===== src/rtl/button_events_pkg.sv =====
// Shared constants, event word layout and helpers for the push-button event source.
package button_events_pkg;

    localparam int NUM_KEYS = 4;
    localparam int KEY_W    = 2;
    localparam int EVT_W    = 4;

    // Button index of each board switch
    localparam logic [KEY_W-1:0] KEY_WRITE = 2'd0;  // S1
    localparam logic [KEY_W-1:0] KEY_NEXT  = 2'd1;  // S2
    localparam logic [KEY_W-1:0] KEY_VALUE = 2'd2;  // S3
    localparam logic [KEY_W-1:0] KEY_LATCH = 2'd3;  // S4

    // Event word: {repeat, press, key[1:0]}
    typedef struct packed {
        logic             rpt;
        logic             press;
        logic [KEY_W-1:0] key;
    } evt_t;

    // Index of the lowest set bit; KEY_WRITE when nothing is set
    function automatic logic [KEY_W-1:0] first_one(input logic [NUM_KEYS-1:0] v);
        first_one = KEY_WRITE;
        for (int i = NUM_KEYS - 1; i >= 0; i--) begin
            if (v[i]) first_one = KEY_W'(i);
        end
    endfunction

endpackage


===== src/rtl/button_debouncer.sv =====
// One switch: two-flop synchroniser, stability counter and debounced level.
// chg_o is high in the cycle whose clock edge flips held_o.
module button_debouncer #(
    parameter int DEBOUNCE_CYCLES = 500000,
    parameter int CNT_BITS        = 20
) (
    input  logic clk,
    input  logic rst_n,
    input  logic pin_n_i,
    output logic held_o,
    output logic chg_o
);

    logic                sync1_q, sync2_q;
    logic                held_q, held_d;
    logic [CNT_BITS-1:0] cnt_q, cnt_d;
    logic                s;

    // Synchronised level, active-high
    assign s = ~sync2_q;

    // Synchroniser; reset to the released (high) pin level
    always_ff @(posedge clk or negedge rst_n) begin
        if (!rst_n) begin
            sync1_q <= 1'b1;
            sync2_q <= 1'b1;
        end else begin
            sync1_q <= pin_n_i;
            sync2_q <= sync1_q;
        end
    end

    // Count consecutive cycles the input disagrees with the debounced level
    always_comb begin
        cnt_d  = cnt_q;
        held_d = held_q;
        chg_o  = 1'b0;
        if (s == held_q) begin
            cnt_d = '0;
        end else if (cnt_q == CNT_BITS'(DEBOUNCE_CYCLES - 1)) begin
            held_d = ~held_q;
            cnt_d  = '0;
            chg_o  = 1'b1;
        end else begin
            cnt_d = cnt_q + 1'b1;
        end
    end

    // Debounce state registers
    always_ff @(posedge clk or negedge rst_n) begin
        if (!rst_n) begin
            cnt_q  <= '0;
            held_q <= 1'b0;
        end else begin
            cnt_q  <= cnt_d;
            held_q <= held_d;
        end
    end

    assign held_o = held_q;

endmodule


===== src/rtl/button_events.sv =====
// Debounced press/release event source for the four active-low board switches.
// Per-button debouncers raise pending events; a fixed-priority arbiter pushes
// one per cycle into a show-ahead FIFO drained over valid/ready.
// Optional auto-repeat of the lowest held button: define BUTTON_EVENTS_REPEAT_EN.
module button_events
    import button_events_pkg::*;
#(
    parameter int DEBOUNCE_CYCLES = 500000,
    parameter int CNT_BITS        = 20,
    parameter int LOG2_DEPTH      = 2,
    parameter int REPEAT_DELAY    = 25000000,
    parameter int REPEAT_RATE     = 5000000
) (
    input  logic                clk,
    input  logic                rst_n,
    input  logic [NUM_KEYS-1:0] buttons_n,
    output logic [NUM_KEYS-1:0] held,
    output logic                evt_valid,
    input  logic                evt_ready,
    output logic [KEY_W-1:0]    evt_key,
    output logic                evt_press,
    output logic                evt_repeat,
    output logic                evt_drop
);

    localparam int DEPTH = 1 << LOG2_DEPTH;

    // Elaboration-time parameter sanity
    if (DEBOUNCE_CYCLES < 8) begin : g_bad_deb
        $error("DEBOUNCE_CYCLES must be >= 8");
    end
    if ((64'd1 << CNT_BITS) <= 64'(DEBOUNCE_CYCLES)) begin : g_bad_cnt
        $error("CNT_BITS too narrow for DEBOUNCE_CYCLES");
    end
    if (REPEAT_DELAY < 1 || REPEAT_RATE < 1) begin : g_bad_rep
        $error("REPEAT_DELAY and REPEAT_RATE must be >= 1");
    end

    logic [NUM_KEYS-1:0] chg;
    logic [NUM_KEYS-1:0] rep_fire;

    for (genvar i = 0; i < NUM_KEYS; i++) begin : g_deb
        button_debouncer #(
            .DEBOUNCE_CYCLES(DEBOUNCE_CYCLES),
            .CNT_BITS       (CNT_BITS)
        ) u_deb (
            .clk    (clk),
            .rst_n  (rst_n),
            .pin_n_i(buttons_n[i]),
            .held_o (held[i]),
            .chg_o  (chg[i])
        );
    end

`ifdef BUTTON_EVENTS_REPEAT_EN
    localparam int TMR_MAX = (REPEAT_DELAY > REPEAT_RATE) ? REPEAT_DELAY : REPEAT_RATE;
    localparam int TMR_W   = $clog2(TMR_MAX + 1);

    logic [NUM_KEYS-1:0][TMR_W-1:0] tmr_q;
    logic [NUM_KEYS-1:0]            first_q;
    logic [NUM_KEYS-1:0]            tmr_hit;
    logic [KEY_W-1:0]               rep_sel;

    assign rep_sel = first_one(held);

    // Timer expiry; the first interval after a press is the longer delay.
    // A release strobe on the same edge wins over a repeat.
    always_comb begin
        tmr_hit  = '0;
        rep_fire = '0;
        for (int i = 0; i < NUM_KEYS; i++) begin
            tmr_hit[i]  = int'(tmr_q[i]) == ((first_q[i] ? REPEAT_DELAY : REPEAT_RATE) - 1);
            rep_fire[i] = held[i] && tmr_hit[i] && (rep_sel == KEY_W'(i)) && !chg[i];
        end
    end

    // Per-button repeat timers run while the button is held
    always_ff @(posedge clk or negedge rst_n) begin
        if (!rst_n) begin
            tmr_q   <= '0;
            first_q <= '1;
        end else begin
            for (int i = 0; i < NUM_KEYS; i++) begin
                if (!held[i]) begin
                    tmr_q[i]   <= '0;
                    first_q[i] <= 1'b1;
                end else if (tmr_hit[i]) begin
                    tmr_q[i]   <= '0;
                    first_q[i] <= 1'b0;
                end else begin
                    tmr_q[i] <= tmr_q[i] + 1'b1;
                end
            end
        end
    end
`else
    // No repeat source: every queued event carries rpt=0, so evt_repeat is constant 0
    assign rep_fire = '0;
`endif

    // ---------------- pending events and arbiter ----------------
    logic [NUM_KEYS-1:0] pend_q, pend_d;
    logic [NUM_KEYS-1:0] pend_press_q, pend_press_d;
    logic [NUM_KEYS-1:0] pend_rpt_q, pend_rpt_d;
    logic                push;
    logic [KEY_W-1:0]    push_idx;
    evt_t                push_evt;

    // Push the lowest pending bit; new strobes land after the clear
    always_comb begin
        pend_d       = pend_q;
        pend_press_d = pend_press_q;
        pend_rpt_d   = pend_rpt_q;
        push         = |pend_q;
        push_idx     = first_one(pend_q);
        push_evt     = '{rpt: pend_rpt_q[push_idx], press: pend_press_q[push_idx], key: push_idx};
        if (push) pend_d[push_idx] = 1'b0;
        for (int i = 0; i < NUM_KEYS; i++) begin
            if (chg[i]) begin
                pend_d[i]       = 1'b1;
                pend_press_d[i] = ~held[i];
                pend_rpt_d[i]   = 1'b0;
            end else if (rep_fire[i]) begin
                pend_d[i]       = 1'b1;
                pend_press_d[i] = 1'b1;
                pend_rpt_d[i]   = 1'b1;
            end
        end
    end

    // Pending event registers
    always_ff @(posedge clk or negedge rst_n) begin
        if (!rst_n) begin
            pend_q       <= '0;
            pend_press_q <= '0;
            pend_rpt_q   <= '0;
        end else begin
            pend_q       <= pend_d;
            pend_press_q <= pend_press_d;
            pend_rpt_q   <= pend_rpt_d;
        end
    end

    // ---------------- event FIFO ----------------
    evt_t                mem_q [DEPTH];
    logic [LOG2_DEPTH:0] wr_q, rd_q;
    logic                full, empty, pop, wr_en, drop_q;
    evt_t                head;

    assign empty = (wr_q == rd_q);
    assign full  = (wr_q[LOG2_DEPTH] != rd_q[LOG2_DEPTH]) &&
                   (wr_q[LOG2_DEPTH-1:0] == rd_q[LOG2_DEPTH-1:0]);
    assign pop   = !empty && evt_ready;
    // A pop in the same cycle frees the slot the push lands in
    assign wr_en = push && (!full || pop);
    assign head  = mem_q[rd_q[LOG2_DEPTH-1:0]];

    // FIFO storage, pointers and registered drop pulse
    always_ff @(posedge clk or negedge rst_n) begin
        if (!rst_n) begin
            for (int i = 0; i < DEPTH; i++) mem_q[i] <= '0;
            wr_q   <= '0;
            rd_q   <= '0;
            drop_q <= 1'b0;
        end else begin
            if (wr_en) begin
                mem_q[wr_q[LOG2_DEPTH-1:0]] <= push_evt;
                wr_q <= wr_q + 1'b1;
            end
            if (pop) rd_q <= rd_q + 1'b1;
            drop_q <= push && full && !pop;
        end
    end

    // Head fields read as zero while the FIFO is empty
    assign evt_valid  = !empty;
    assign evt_key    = evt_valid ? head.key   : '0;
    assign evt_press  = evt_valid ? head.press : 1'b0;
    assign evt_repeat = evt_valid ? head.rpt   : 1'b0;
    assign evt_drop   = drop_q;

endmodule


===== config.mk =====
export PLATFORM = sky130hd
export DESIGN_NAME = button_events
export DESIGN_NICKNAME = d
export VERILOG_FILES = /design/src/rtl/button_events_pkg.sv /design/src/rtl/button_debouncer.sv /design/src/rtl/button_events.sv
export SDC_FILE = /design/constraint.sdc
export NUM_CORES = 1
export LEC_CHECK = 0
export BUFFER_PORTS_ARGS = -buffer_cell sky130_fd_sc_hd__buf_2
export CAP_MARGIN = 30
export CORE_UTILIZATION = 49
export DETAILED_ROUTE_END_ITERATION = 6
export MAX_ROUTING_LAYER = met4
export PLACE_DENSITY_LB_ADDON = 0.15
export SYNTH_ARGS = -nofsm -noshare
export SYNTH_HDL_FRONTEND = slang
export SYNTH_SLANG_ARGS = --single-unit

===== constraint.sdc =====
create_clock -name clk -period 2.2 [get_ports clk]
set_clock_uncertainty 0.15 [all_clocks]
set_input_delay 0.33 -clock clk [delete_from_list [all_inputs] [get_ports clk]]
set_output_delay 0.33 -clock clk [all_outputs]
set_load 0.05 [all_outputs]

== Word-level counts from Yosys, hierarchy flattened ==
Cells that the tools add are included.
Word-level totals
  register bits after elaboration: 123
  word-level logic and storage cells: 137
  output and inout bits: 10
Operators by class
  reductions and logical operators: 20
  order comparisons: 5
  bitwise operators: 16
  multiplexer cells: 40
  $add $sub $neg: 6
  eq/ne operators: 11
Operator list (count)
  2-to-1 mux 20 bit: 8
  adder 20 x 1 -> 20 bit (second input constant): 4
  == test 20 x 19 -> 1 bit (second input constant): 4
  2-to-1 mux 1 bit: 17
  bitwise mux 16 bit: 1
  2-to-1 mux 4 bit: 4
  NOT 1 bit: 12
  2-to-1 mux 2 bit: 5
  binary-select mux 4 bit (select 2 bit): 1
  demux 4 bit (select 2 bit): 1
  AND reduction 2 bit: 4
  nonzero test 2 bit: 4
  logical AND 1 bit: 7
  adder 3 x 1 -> 3 bit (second input constant): 2
  greater-or-equal comparator 3 bit (second input constant): 2
  NOT 2 -> 3 bit: 2
  AND 4 bit: 1
  binary-select mux 1 bit (select 2 bit): 2
  == test 1 bit: 4
  NOT 4 bit: 1
  OR reduction 4 bit: 1
  == test 3 bit: 1
  logical NOT 1 bit: 3
  < comparator 2 x 3 -> 1 bit (second input constant): 1
  other kinds (6): 6

== Longest topological paths before layout ==
Gate-level depths: netlist of run 1.
  depth in word-level cells: 12
  gate-level depth with buffers: 7
  mapped depth without buffers: 5

== Modules after synthesis ==
From an unflattened synthesis of run 1, not the netlist that was laid out.
Second synthesis, totals
  cell total of the unflattened synthesis: 569
  area, all modules: 5866.9 um^2
By module, submodules not included
  button_debouncer: sequential area each 578.1 um^2, times used 4, area each 1136.1 um^2, cells an instance 116
  button_events: sequential area each 675.6 um^2, times used 1, area each 1322.5 um^2, cells an instance 105

== Worst setup path after synthesis of run 1 ==
OpenSTA, ideal clock, no wires.
  kind: register to output
  from: register rd_q[0]
  to: output evt_key[0]
  buffers on the path: 1
  required time: 1720 ps
  arrival time: 1739 ps
  cell stages (with the launch flop): 5
  slack: -19 ps
  cell sequence: dfrtp_1 > buf_2 > xnor2_1 > nand3b_1 > and2_1
On the way
  cells in the longest elaborated chain, start to end: 5
  elaborated cells between the ends (all ways): 6
  classes of those cells: 1 x eq/ne; 4 x mux; 1 x bitwise
Ends and longest elaborated chain
  from (decl): line button_events.sv:146  | logic [LOG2_DEPTH:0] wr_q, rd_q;
  from (signal assigned): line button_events.sv:170  | if (pop) rd_q <= rd_q + 1'b1;
  NOT 2 -> 3 bit (not written as such): line button_events.sv:156  | assign head = mem_q[rd_q[LOG2_DEPTH-1:0]];
  binary-select mux 4 bit (select 2 bit): line button_events.sv:156
  2-to-1 mux 4 bit (not written as such) (2 in a row): line button_events.sv:156
  2-to-1 mux 2 bit (*): line button_events.sv:177  | assign evt_key = evt_valid ? head.key : '0;
  to (decl): line button_events.sv:20  | output logic [KEY_W-1:0] evt_key,
Every way passes the cells marked *; elsewhere a longest branch is shown, timed or not. The select of a mux whose other input is x is not followed.

== Worst setup path after layout of run 1 ==
  from: register rd_q[0]
  to: output evt_key[1]
The elaborated chain is that of the path after synthesis.

==> results by group, run 1 <==
Finish
  – Finished Core Util: 61.2%
  – Final cell area excluding filler cells: 6720 um2
  – Net count of the finished layout: 611
  – Share of layout cells above drive strength 1: 18.9%
  – Layout overhead on the synthesized area: 20.3%
  – Final cell count without fillers: 748
  – Diodes inserted: 0

Setup path
  – List of cells traversed by the critical path: mux4_2 > and2_4 > buf_6
  – Bufs and invs on worst path: 1
  – Cell class contributing the biggest share of worst-path delay: multiplexers
  – Type of element launching the critical path: flop
  – Arrival time of the worst setup path: 1.74 ns
  – Setup CP Type: flop to primary output
  – Maximum fanout along the worst path: 6
  – Worst Setup End Kind: primary output
  – Required time of the worst setup path: 1.72 ns
  – Slowest cell on crit path: sky130_fd_sc_hd__mux4_2
  – Highest cell delay on the worst timing path: 0.53 ns

Place
  – Post-placement worst setup slack: 0.0503 ns
  – Port Buffer Count: 15
  – Total cell area at the placement stage: 5990 um2
  – Detailed placement HPWL: 7.52 mm
  – Total placed cells including tap cells: 707
  – Weighted congestion reported at the end of routability-driven placement: 0.844

Drt
  – Detail Route Antenna Nets: 0
  – DRC: 0
  – Via Count: 4,224
  – Routed length per placed instance: 14.6 um
  – Vias per cell: 5.65
  – Drt first pass iters: 5
  – Initial DRC Count: 257
  – Drt total wl: 10.9 mm

Synthesis
  – Number of distinct library cells after synthesis: 43
  – Share of synthesized registers carrying an async set or reset: 100%
  – Post-synthesis area per instance: 10.3 um2
  – Sequential share of the synthesized area: 51.7%
  – Total number of yosys warnings: 0
  – Synthesized Nets: 557
  – Top_reg_cell synth: sky130_fd_sc_hd__dfrtp_1
  – Flop and latch count out of synthesis: 115
  – Number of enable flip-flop cells after synthesis: 0
  – Post-synthesis instance area: 5590 um2
  – Mapped Cells: 541

Min path
  – HP Class: primary input to flop

Floorplanning
  – Core outline area: 11,000 um2
  – Floorplan die width: 109 um
  – Die H: 109 um
  – Io pins: 17
  – Effective utilization at floorplan: 50.9%
  – Die area: 11,800 um2
  – Site Rows: 38

Global routing
  – Total global-route track usage: 21.7%
  – Number of antenna violations at the first check in global routing: 0
  – Number of global-route vias before repair: 4,155
  – Maximum number of pins on one net before global-route repair: 42
  – Wire length of the first global-routing pass: 19.2 mm
  – Overflow left after global routing: 0

CTS
  – CTS Buffer Depth: 2
  – Clock latency reported for the late side of the worst-skew pair: 0.41 ns
  – Clock sink count: 115
  – CTS tree: built
  – Post-CTS clock slew at the launch and capture registers of the worst setup and hold paths: 0.05 ns
  – Number of buffers created by CTS: 17
  – Root buffer cell: sky130_fd_sc_hd__clkbuf_16
  – Clock H-tree levels: 4

STA
  – Final-layout setup total negative slack: -0.0339 ns
  – Number of setup violations in the final report: 3
  – Hold Worst Slack: 0.0652 ns
  – Final hold violation count: 0
  – Post-route worst setup slack: -0.0204 ns
  – Post-route fraction of the period consumed by the critical path: 101%
  – Final Max Slew Viols: 0
  – Final critical path time including I/O delays and setup: 2.22 ns
  – Maximum clock frequency: 450 MHz
  – Unrepaired setup endpoints after global routing: true

Run status
  – Violations in the final reports: negative setup slack
  – Result of the run: finished with violations

Power and ir drop
  – Largest voltage drop on the vdd net: 0.695 mV
  – Total power: 5.00 mW
  – Static leakage: 2.84 nW
  – Pwr per Cell Area: 744 nW/um2

Run
  – Number of violations of the max-capacitance limit: 0
==> state kept, by name (all words and copies together) (netlist names) <==
| register | count |
|---|---|
| g_deb.u_deb.cnt_q | 80 |
| g_deb.u_deb.held_o | 1 |
| rd_q | 3 |
| pend_press_q | 3 |
| pend_q | 4 |
| g_deb.u_deb.sync2_q | 4 |
| evt_drop | 1 |
| g_deb.u_deb.sync1_q | 4 |
| mem_q | 12 |
| wr_q | 3 |
==> tightest hold or removal path: cells and delay by family <==
family | cells | cell delay (ns)
buffers and inverters | 2 | 0.15
AND/OR/NAND/NOR | 2 | 0.11
==> cells in the final DEF, fill, tap and decap left out, types with 3 or more instances in the layout <==
master                          Yosys  routed
sky130_fd_sc_hd__nor4_1            11      10
sky130_fd_sc_hd__and3_1             5       5
sky130_fd_sc_hd__xnor2_1           29      27
sky130_fd_sc_hd__nand4_1           31      31
sky130_fd_sc_hd__dlygate4sd3_1      0       5
sky130_fd_sc_hd__and2_4             0       3
sky130_fd_sc_hd__clkbuf_8           0       4
sky130_fd_sc_hd__o21ai_0           18      18
sky130_fd_sc_hd__and4_1            10      10
sky130_fd_sc_hd__nor4b_1            3       3
sky130_fd_sc_hd__mux4_2             3       3
sky130_fd_sc_hd__dfrtp_1          107     106
sky130_fd_sc_hd__and2_1             7       4
sky130_fd_sc_hd__or3_1             13      13
sky130_fd_sc_hd__dfstp_2            8       8
sky130_fd_sc_hd__buf_4              5      33
sky130_fd_sc_hd__clkinv_2           0       6
sky130_fd_sc_hd__o31ai_1           16      16
sky130_fd_sc_hd__xor2_1            30      30
sky130_fd_sc_hd__o21ai_1            3       3
sky130_fd_sc_hd__mux2_2            13      13
sky130_fd_sc_hd__or4_1             16      15
sky130_fd_sc_hd__inv_1             15      15
sky130_fd_sc_hd__ha_1               9       9
sky130_fd_sc_hd__clkbuf_16          0      17
sky130_fd_sc_hd__buf_2              2      10
sky130_fd_sc_hd__nor2_1            67      67
sky130_fd_sc_hd__nor3_1             9       9
sky130_fd_sc_hd__a21oi_1           24      24
sky130_fd_sc_hd__nand3_1           26      26
sky130_fd_sc_hd__nand2_1           30      30
==> area by class of cell <==
cell class | count | area (um2)
Fill cell | 904 | 4260
Sequential cell | 115 | 2890
Multi-Input combinational cell | 392 | 2570
Clock buffer | 22 | 484
Timing Repair Buffer | 54 | 437
Tap cell | 140 | 175
Clock inverter | 10 | 105
Inverter | 15 | 56.3
==> power by group <==
group          internal (mW)  switching (mW)
combinational         0.0471          0.0887
clock                   1.77           0.923
sequential              2.15          0.0233
total                   3.97            1.04
==> Yosys cell counts, drive strengths merged, types with 3 or more instances <==
library cell | number | area (um2)
dfrtp | 107 | 2680
nor2 | 67 | 251
nand4 | 31 | 194
nand2 | 30 | 113
xor2 | 30 | 263
xnor2 | 29 | 254
nand3 | 26 | 130
a21oi | 24 | 120
o21ai | 21 | 105
o31ai | 16 | 120
or4 | 16 | 120
inv | 15 | 56.3
mux2 | 13 | 146
or3 | 13 | 81.3
clkbuf | 11 | 41.3
nor4 | 11 | 68.8
and4 | 10 | 87.6
and2 | 9 | 56.3
ha | 9 | 113
nor3 | 9 | 45.0
buf | 8 | 58.8
dfstp | 8 | 210
and3 | 5 | 31.3
mux4 | 3 | 67.6
nor4b | 3 | 26.3
==> timing repair <==
action / in CTS / in global routing
resized for setup: 12 / 4
hold buffers: 5 / 0
buffers inserted: 0 / 4
setup endpoints to repair: 4 / 18
pin swaps: 0 / 2
endpoints found under the hold margin: 34 / 0
==> path summary, 6_finish.rpt <==
kind / startpoint / endpoint / slack, ns / cells past startpoint
worst max register to register: g_deb[0].u_deb.cnt_q[12] / g_deb[0].u_deb.cnt_q[2] / 0.08 / 5
worst max-delay path: rd_q[0] / evt_key[1] / -0.02 / 3
max in group asynchronous: rst_n / g_deb[0].u_deb.sync2_q / 0.98 / 3
worst min-delay path: evt_ready / evt_drop / 0.07 / 4
min in group asynchronous: rst_n / g_deb[3].u_deb.cnt_q[13] / 0.28 / 2
worst min register to register: g_deb[3].u_deb.sync1_q / g_deb[3].u_deb.sync2_q / 0.20 / 0
==> cells by family (layout without fill, tap and decap cells) <==
family                     Yosys count  after routing  share of synthesized area, %
and+or+nand+nor                    238            238                          22.8
DFF                                115            115                          51.7
AOI/OAI and AO/OA                   68             68                          7.39
xor gates and xnor gates            59             59                          9.25
buffers and inverters               34            101                          2.80
muxes                               17             17                          4.01
adders and majority gates            9              9                          2.02
other                                1              1                        0.0671
==> metal layers <==
| layer | global-route usage, % | vias up | routed length, um |
|---|---|---|---|
| met5 | - | - | 0 |
| met4 | 7.43 | 0 | 167 |
| met3 | 6.81 | 11 | 331 |
| met2 | 34.2 | 57 | 5340 |
| met1 | 26.4 | 2101 | 5070 |
| li1 | - | 2055 | - |
Note: power is estimated with default switching activity, not from simulation.
==> run 2, diff against run 1 <==
--- a/config.mk
+++ b/config.mk
@@ -7,10 +7,11 @@
 export LEC_CHECK = 0
 export BUFFER_PORTS_ARGS = -buffer_cell sky130_fd_sc_hd__buf_2
 export CAP_MARGIN = 30
+export CORE_MARGIN = 4
 export CORE_UTILIZATION = 49
 export DETAILED_ROUTE_END_ITERATION = 6
 export MAX_ROUTING_LAYER = met4
-export PLACE_DENSITY_LB_ADDON = 0.15
+export PLACE_DENSITY = 0.68
 export SYNTH_ARGS = -nofsm -noshare
 export SYNTH_HDL_FRONTEND = slang
 export SYNTH_SLANG_ARGS = --single-unit
==> run 2 against run 1 <==
Against the previous run:
- the run still ends with negative setup slack left
- first-iteration DRC count grew 21%
- total power grew 6.6%
- fmax is essentially flat
- count of clock-buffer cells in the layout shrank 2
- core utilization grew 0.33 points
- via count shrank 0.33%
- routed wire length grew 2.2%
- global-route usage shrank 2.6 points
- sequential power is essentially flat
- largest power group unchanged
==> results by group, run 2 (synthesis results as in run 1) <==
Finish
  – Net count of the finished layout: 606
  – Diodes inserted: 0
  – Largest register by flop count: g_deb.u_deb.cnt_q
  – Final cell count without fillers: 743
  – Most common cell after layout, fill and taps aside: sky130_fd_sc_hd__dfrtp_1
  – Top flop regs: g_deb.u_deb.cnt_q: 80 flops, mem_q: 12 flops
  – Leading cell types in the layout, fill and taps excluded: sky130_fd_sc_hd__dfrtp_1, sky130_fd_sc_hd__nor2_1, sky130_fd_sc_hd__nand4_1
  – Layout overhead on the synthesized area: 21.0%
  – Finished Core Util: 61.5%
  – Flip-flop count of the largest register after layout: 80
  – Share of layout cells above drive strength 1: 18.2%

Global routing
  – Number of antenna violations at the first check in global routing: 0
  – Maximum number of pins on one net before global-route repair: 45
  – Number of global-route vias before repair: 4,136
  – Wire length of the first global-routing pass: 19.5 mm
  – Overflow left after global routing: 0
  – Total global-route track usage: 19.1%

Drt
  – Drt first pass iters: 5
  – DRC: 0
  – Vias per cell: 5.67
  – Met2 wire len: 5.52 mm
  – Routed length per placed instance: 15.0 um
  – M1 wire length: 5.13 mm
  – Detail Route Antenna Nets: 0
  – Via Count: 4,210
  – Drt total wl: 11.1 mm
  – Top layer reached by signal wires: met4
  – Met3 wire length: 383 um
  – Initial DRC Count: 310

Floorplanning
  – Core outline area: 11,000 um2
  – Effective utilization at floorplan: 50.9%
  – Floorplan die width: 115 um
  – Die H: 115 um
  – Io pins: 17
  – Site Rows: 38
  – Die area: 13,200 um2

Setup path
  – Arrival time of the worst setup path: 1.74 ns
  – Type of element launching the critical path: flop
  – Worst Setup End Kind: primary output
  – Required time of the worst setup path: 1.72 ns
  – Setup CP Type: flop to primary output
  – Maximum fanout along the worst path: 6

STA
  – Maximum clock frequency: 451 MHz
  – Final hold violation count: 0
  – Post-route fraction of the period consumed by the critical path: 101%
  – Final critical path time including I/O delays and setup: 2.22 ns
  – Post-route worst setup slack: -0.0195 ns
  – Number of setup violations in the final report: 3
  – Final-layout setup total negative slack: -0.0474 ns
  – Final Max Slew Viols: 0
  – Unrepaired setup endpoints after global routing: true

Place
  – Weighted congestion reported at the end of routability-driven placement: 0.842
  – Total placed cells including tap cells: 703
  – Detailed placement HPWL: 7.46 mm
  – Port Buffer Count: 15

CTS
  – Clock latency reported for the late side of the worst-skew pair: 0.41 ns
  – Post-CTS clock slew at the launch and capture registers of the worst setup and hold paths: 0.05 ns
  – Root buffer cell: sky130_fd_sc_hd__clkbuf_16
  – Number of buffers created by CTS: 17
  – CTS tree: built
  – Clock sink count: 115
  – CTS Buffer Depth: 2
  – Clock H-tree levels: 4

Power and ir drop
  – Largest voltage drop on the vdd net: 0.986 mV
  – Pwr per Cell Area: 789 nW/um2
  – Static leakage: 2.85 nW

Run
  – Number of violations of the max-capacitance limit: 0

Min path
  – HP Class: primary input to flop

Run status
  – Result of the run: finished with violations
  – Violations in the final reports: negative setup slack
[run 2: cell count changes in the layout (fill, tap and decap cells not counted)]
cell,previous run,this run
sky130_fd_sc_hd__ha_2,0,1
sky130_fd_sc_hd__ha_1,9,8
sky130_fd_sc_hd__bufinv_16,2,6
sky130_fd_sc_hd__buf_4,33,27
sky130_fd_sc_hd__buf_12,2,3
sky130_fd_sc_hd__dfrtp_2,1,2
sky130_fd_sc_hd__clkbuf_8,4,0
sky130_fd_sc_hd__dfrtp_1,106,105
sky130_fd_sc_hd__clkbuf_1,1,3
sky130_fd_sc_hd__clkinvlp_4,2,0
[run 2: worst paths after layout]
path / startpoint / slack (ns) / to / cells after the start
hold / removal: evt_ready / 0.07 / evt_drop / 4
hold reg to reg: g_deb[3].u_deb.sync1_q / 0.20 / g_deb[3].u_deb.sync2_q / 0
setup / recovery: rd_q[1] / -0.02 / evt_press / 4
max in group asynchronous: rst_n / 1.00 / g_deb[0].u_deb.sync2_q / 3
min in group asynchronous: rst_n / 0.26 / g_deb[3].u_deb.cnt_q[10] / 2
setup reg to reg: g_deb[0].u_deb.cnt_q[12] / 0.09 / g_deb[0].u_deb.cnt_q[3] / 5
[run 2: critical path, stage by stage, from the launching register on]
cell and delay (ns):
sky130_fd_sc_hd__dfrtp_2 0.47, sky130_fd_sc_hd__xnor2_2 0.23, sky130_fd_sc_hd__nand3b_1 0.25, sky130_fd_sc_hd__and2_4 0.23, sky130_fd_sc_hd__buf_8 0.14
[run 2: final cells by class]
cell class,count,area [um2]
Tap cell,140,175
Timing Repair Buffer,49,412
Multi-Input combinational cell,392,2580
Fill cell,860,4230
Inverter,15,56.3
Sequential cell,115,2890
Clock inverter,12,210
Clock buffer,20,437
[run 2: report_power, final]
part	switching, mW	internal, mW	total, mW
registers	0.0243	2.15	2.17
clock network	0.915	2.11	3.02
logic	0.0885	0.0487	0.137
total	1.03	4.31	5.33
[run 2: per-layer routing]
layer  vias up  track usage (%)
met2        67             30.3
met4         0             5.48
li1       2052                -
met5         -                -
met3        12             6.00
met1      2079             23.7
[run 2: what timing repair did]
action / 4_1_cts / 5_1_grt
pin swaps: 1 / 3
buffers inserted: 0 / 3
endpoints found under the hold margin: 30 / 0
endpoints found under the setup margin: 4 / 24
gates resized for setup: 13 / 5
hold buffers: 5 / 0
[run 2: per-stage QoR]
stage / hold slack, ns / total power [mW] / worst slack (ns) / cell area (um2)
after global routing: 0.0736 / 5.54 / -0.0936 / 6760
after floorplan: -0.116 / 2.26 / -0.0141 / 5590
after detailed placement: 0.156 / 2.34 / 0.0311 / 5980
final: 0.0713 / 5.33 / -0.0195 / 6760
after global placement: 0.149 / 2.34 / 0.0650 / 5980
after CTS: 0.0469 / 5.40 / -0.0386 / 6720
